### src/rtl/fetch_stage.sv
`default_nettype none
// ============================================================================
// Module  : fetch_stage
// Brief   : MIPS IF stage - PC register, next-PC select, IF/ID register and
//           saturating stall/flush counters.
// Rev     : 1.0  initial release
// ============================================================================
module fetch_stage #(
  parameter logic [31:0] RESET_PC = 32'h0040_0000,
  parameter int          CNT_W    = 32
) (
  input  logic             clk,
  input  logic             reset,
  input  logic             StallF,
  input  logic             StallD,
  input  logic             PCSrcD,
  input  logic [31:0]      PCBranchD,
  input  logic             JumpD,
  input  logic [31:0]      PCJumpD,
  input  logic [31:0]      InstrF,
  output logic [31:0]      PCF,
  output logic [31:0]      InstrD,
  output logic [31:0]      PCPlus4D,
  output logic             ValidD,
  output logic [CNT_W-1:0] StallCount,
  output logic [CNT_W-1:0] FlushCount
);

  localparam logic [CNT_W-1:0] CNT_MAX = '1;

  logic [31:0] pc_plus4;
  logic [31:0] raw_target;
  logic [31:0] redir_target;
  logic        redir;

  // A stalled decode has unresolved operands, so its branch/jump is ignored.
  assign redir        = ~StallD & (PCSrcD | JumpD);
  assign raw_target   = PCSrcD ? PCBranchD : PCJumpD;
  assign redir_target = {raw_target[31:2], 2'b00};
  assign pc_plus4     = PCF + 32'd4;

  always_ff @(posedge clk or posedge reset) begin
    if (reset) begin
      PCF <= RESET_PC;
    end else if (redir) begin
      PCF <= redir_target;
    end else if (!StallF) begin
      PCF <= pc_plus4;
    end
  end

  always_ff @(posedge clk or posedge reset) begin
    if (reset) begin
      InstrD   <= 32'h0000_0000;
      PCPlus4D <= 32'h0000_0000;
      ValidD   <= 1'b0;
    end else if (StallD) begin
      InstrD   <= InstrD;
      PCPlus4D <= PCPlus4D;
      ValidD   <= ValidD;
    end else if (redir || StallF) begin
      // Flush of the wrong-path fetch, or a bubble behind a held PC.
      InstrD   <= 32'h0000_0000;
      PCPlus4D <= 32'h0000_0000;
      ValidD   <= 1'b0;
    end else begin
      InstrD   <= InstrF;
      PCPlus4D <= pc_plus4;
      ValidD   <= 1'b1;
    end
  end

  always_ff @(posedge clk or posedge reset) begin
    if (reset) begin
      StallCount <= '0;
      FlushCount <= '0;
    end else begin
      if (StallD && (StallCount != CNT_MAX)) begin
        StallCount <= StallCount + 1'b1;
      end
      if (redir && (FlushCount != CNT_MAX)) begin
        FlushCount <= FlushCount + 1'b1;
      end
    end
  end

endmodule
`default_nettype wire

### config.mk
export PLATFORM = sky130hd
export DESIGN_NAME = fetch_stage
export DESIGN_NICKNAME = d
export VERILOG_FILES = /design/src/rtl/fetch_stage.sv
export SDC_FILE = /design/constraint.sdc
export NUM_CORES = 1
export LEC_CHECK = 0
export CAP_MARGIN = 20
export CORE_MARGIN = 2
export CORE_UTILIZATION = 46
export DETAILED_ROUTE_END_ITERATION = 16
export GPL_TIMING_DRIVEN = 0
export HOLD_SLACK_MARGIN = 0.12
export PLACE_DENSITY_LB_ADDON = 0.3
export SKIP_LAST_GASP = 1
export SYNTH_ARGS = -nofsm -noshare
export SYNTH_HDL_FRONTEND = slang
export SYNTH_SLANG_ARGS = --single-unit
### constraint.sdc
create_clock -name clk -period 7.8 [get_ports clk]
set_clock_uncertainty 0.1 [all_clocks]
set_input_delay 1.95 -clock clk [delete_from_list [all_inputs] [get_ports clk]]
set_output_delay 1.95 -clock clk [all_outputs]
set_load 0.1 [all_outputs]
# Word level (Yosys, flattened, before mapping)
# Index checks and enable logic that the tools add are counted.
# op_classes
n_addsub,3
n_eq_ne,3
n_mux,6
n_bitwise,3
reduce_logical,3
# op_table
operator,n
two-way mux 32 bit,5
"adder 32 x 1 -> 32 bit, second input constant",2
"!= test 32 bit, second input constant",2
"adder 32 x 3 -> 32 bit, second input constant",1
logical AND 1 bit,2
"!= test 2 x 1 -> 1 bit, second input constant",1
AND 1 bit,1
logical OR 1 bit,1
two-way mux 1 bit,1
NOT 1 bit,1
bitwise OR 1 bit,1
# totals
ff_bits,161
out_inout_bits,161

# Longest topological paths before layout
# logic_depth
depth_word,4
ltp_mapped,7

# Worst setup path before layout
# No wires, ideal clock.
# synth_path
path_kind,in2reg
startpoint,input PCSrcD
endpoint,register FlushCount[24]
t_arrival_ns,3.341
required_time_ns,7.541
slack_ns,4.200
cell_stages,7
n_path_buf,2
cell_sequence,clkbuf_1 nor2_1 nor2_1 clkbuf_1 o211ai_1 or3_1 xnor2_1
# synth_via
elab_chain_cells,3
# synth_lines
item,line,rtl
"start, declared",16,"input logic PCSrcD,"
bitwise OR 1 bit,37,assign redir = ~StallD & (PCSrcD | JumpD);
AND 1 bit,37,
logical AND 1 bit,81,if (redir && (FlushCount != CNT_MAX)) begin
"end signal, assigned",82,FlushCount <= FlushCount + 1'b1;
"end, declared",26,output logic [CNT_W-1:0] FlushCount
# No other way between the ends.
# A chain may end at the register's enable or synchronous reset.

# Final worst setup path
# layout_path
startpoint,input JumpD
endpoint,register InstrD[1]
# layout_via
elab_chain_cells,4
# layout_lines
item,line,rtl
"start, declared",18,"input logic JumpD,"
bitwise OR 1 bit,37,
AND 1 bit,37,
logical OR 1 bit,61,end else if (redir || StallF) begin
two-way mux 32 bit,61,
"end signal, assigned",58,InstrD <= InstrD;
"end signal, assigned",67,InstrD <= InstrF;
"end, declared",22,"output logic [31:0] InstrD,"
# No other way between the ends.

==> results.cfg <==
[status]
status = completed

[clock_tree]
root_buffer = clkbuf_16
clkTransAtPathRegs_ns = 0.06
cts_hold_buf = 0
cts_buffers = 17
cts_buffer_depth = 2
cts.sinks = 157
cts_max_level = 4
insertion_delay_ns = 0.42
post_cts_buffers = 0
cts_tree = done
ctsResizeCount = 0

[global_route]
grtUsageTotal_pct = 24.64
grt_pass1_wl_mm = 34.74
grt_pass1_vias = 6614
grt_max_degree = 98
grt_overflow = 0
antenna_found_initial = 0

[drt]
drt_iter0_drc = 467
via_per_inst = 5.355
drt-wirelength-per-cell_um = 17.04
vias = 6731
drc_errors = 0
dr.pass1.iters = 5
ant_nets = 0
wl_mm = 21.41

[run]
maxCapViolCount = 0

[sta]
slew_violations = 0
slew_headroom_pct = 30.30
hold_viol = 0
finalSetupTns_ns = 0
finalCritPeriodShare_pct = 54.39
rsz0062_at_grt = no
fmax_mhz = 235.7
setup_viol = 0
fin_crit_ns = 4.242
worstMarginPinSlew_ns = 1.042

[yosys]
synth_most_common_cell = dfrtp_1
syn-cell-area_um2 = 7720
netlist.area_leader.share_pct = 50.57
netlist_instances = 749
synth-seq-cells = 157
ys_seq_area_share_pct = 50.91
synth_warnings = 0
yosysTopAreaCell = dfrtp_1
synth_area_leaders = dfrtp_1, xnor2_1, a22o_1
synth_commonest_cells = dfrtp_1, xnor2_1, nand2_1
synth-edff-count = 0
yosysUniqueCellTypes = 45
avgSynthCellArea_um2 = 10.31
async_flop_share_pct = 100.0
synth_flop_cell = dfrtp_1

[floorplanning]
start_util_pct = 46.88
ioPinCount = 263
die_y_um = 133.5
rows = 47
die_x_um = 133.5
dieArea_um2 = 17830
design.core.area_um2 = 16470

[power]
irDropWorstVdd_uv = 167.3
p_leak_nw = 4.491
power_per_cell_area_nw_per_um2 = 269.6

[placed_design]
portBuffers = 252
place_congestion = 0.8644
dp.final_hpwl_mm = 15.95
dpl.cell_count = 1225

[layout]
regArea_um2 = 3930
layout-drive-gt1-share_pct = 4.725
nets = 1129
num_antenna_cells = 0
fillCellCount = 1322
area_delta_synth_final_pct = 44.72
finalNonFillerCells = 1257
multi_input_area_um2 = 3588

[worst_setup_path]
critical_path_class = in -> reg
critPathMaxFanout = 10
worstPathRequired_ns = 8.05
arrival_ns = 4.49
cp-start-kind = input pin
end_kind = flop

[min_path]
hold_path.class = reg -> reg
==> metrics by stage <==
stage          hold slack, ns  instance area, um2  setup slack, ns  total power, W  util, %
5_1_grt                0.4062               11170            3.394        0.003121    67.85
3_3_place_gp           0.3659               10530          -0.6126        0.002152    63.94
6_report               0.3892               11170            3.558        0.003012    67.85
3_5_place_dp           0.3756               10560            3.069        0.002162    64.14
2_1_floorplan          0.7259                7731            1.517        0.001842        -
4_1_cts                0.3910               11170            3.491        0.003030    67.85
==> registers in the layout, indices dropped and copies added, names as in the netlist <==
register and flops:
PCPlus4D 30, StallCount 32, ValidD 1, InstrD 32, FlushCount 32, PCF 30
==> cells by family after synthesis <==
kind of cell,Yosys count,synth area share (%)
other cells,1,0.04858
xor+xnor,118,13.39
flops,157,50.91
mux,11,1.459
fa+ha+maj,3,0.4863
simple gates,291,20.70
buf+inv,50,2.755
compound gates,118,10.26
==> metal layers <==
metal	vias up	routed length [um]	GRT usage, %
li1	3239	-	-
met1	3186	9043	31.23
met2	269	10250	40.66
met3	37	1514	6.126
met4	0	601	9.870
met5	-	0	0
==> critical path, cell delays in order <==
cell and delay (ns):
clkdlybuf4s50_1 0.40, nor2_1 0.23, nor2_1 0.08, clkbuf_1 0.26
nor3_1 0.73, clkbuf_1 0.58, a22o_1 0.25
==> layout make-up <==
| cell class | instances | share of cell area [%] |
|---|---|---|
| Clock buffer | 20 | 3.909 |
| Timing Repair Buffer | 253 | 22.82 |
| Clock inverter | 12 | 1.557 |
| Inverter | 4 | 0.1792 |
| Buffer | 46 | 1.770 |
| Multi-Input combinational cell | 545 | 32.12 |
| Sequential cell | 157 | 35.18 |
| Tap cell | 220 | 2.464 |
==> power breakdown <==
group | internal, W | switching (W) | total (W)
clock network | 0.000535 | 0.000326 | 0.000860
registers | 0.000901 | 0.000111 | 0.00101
logic | 0.000297 | 0.000843 | 0.00114
==> cell usage in the layout (no fill, tap or decap), drive strengths merged, types with 7 or more instances in the layout <==
master and n:
nand2 65, nand4 43, nor2 28, nor4 14, dfrtp 156, and4 14
clkinv 7, a21oi 24, a22o 33, xnor2 98, nor2b 22, nor3 27
clkdlybuf4s50 252, and3 23, nand3 37, xor2 20, o21ai 34, mux2i 9
buf 10, a211oi 22, clkbuf 57
==> final timing paths <==
| path | slack [ns] | from | cells past startpoint | end |
|---|---|---|---|---|
| min in group asynchronous | 1.90 | reset | 2 | PCPlus4D[8] |
| hold reg to reg | 0.39 | PCPlus4D[21] | 2 | PCPlus4D[21] |
| hold / removal | 0.39 | PCPlus4D[21] | 2 | PCPlus4D[21] |
| setup / recovery | 3.56 | JumpD | 7 | InstrD[1] |
| setup reg to reg | 5.25 | PCF[2] | 6 | PCF[28] |
| max in group asynchronous | 4.82 | reset | 3 | PCF[22] |
Note: power is estimated with default switching activity, not from simulation.
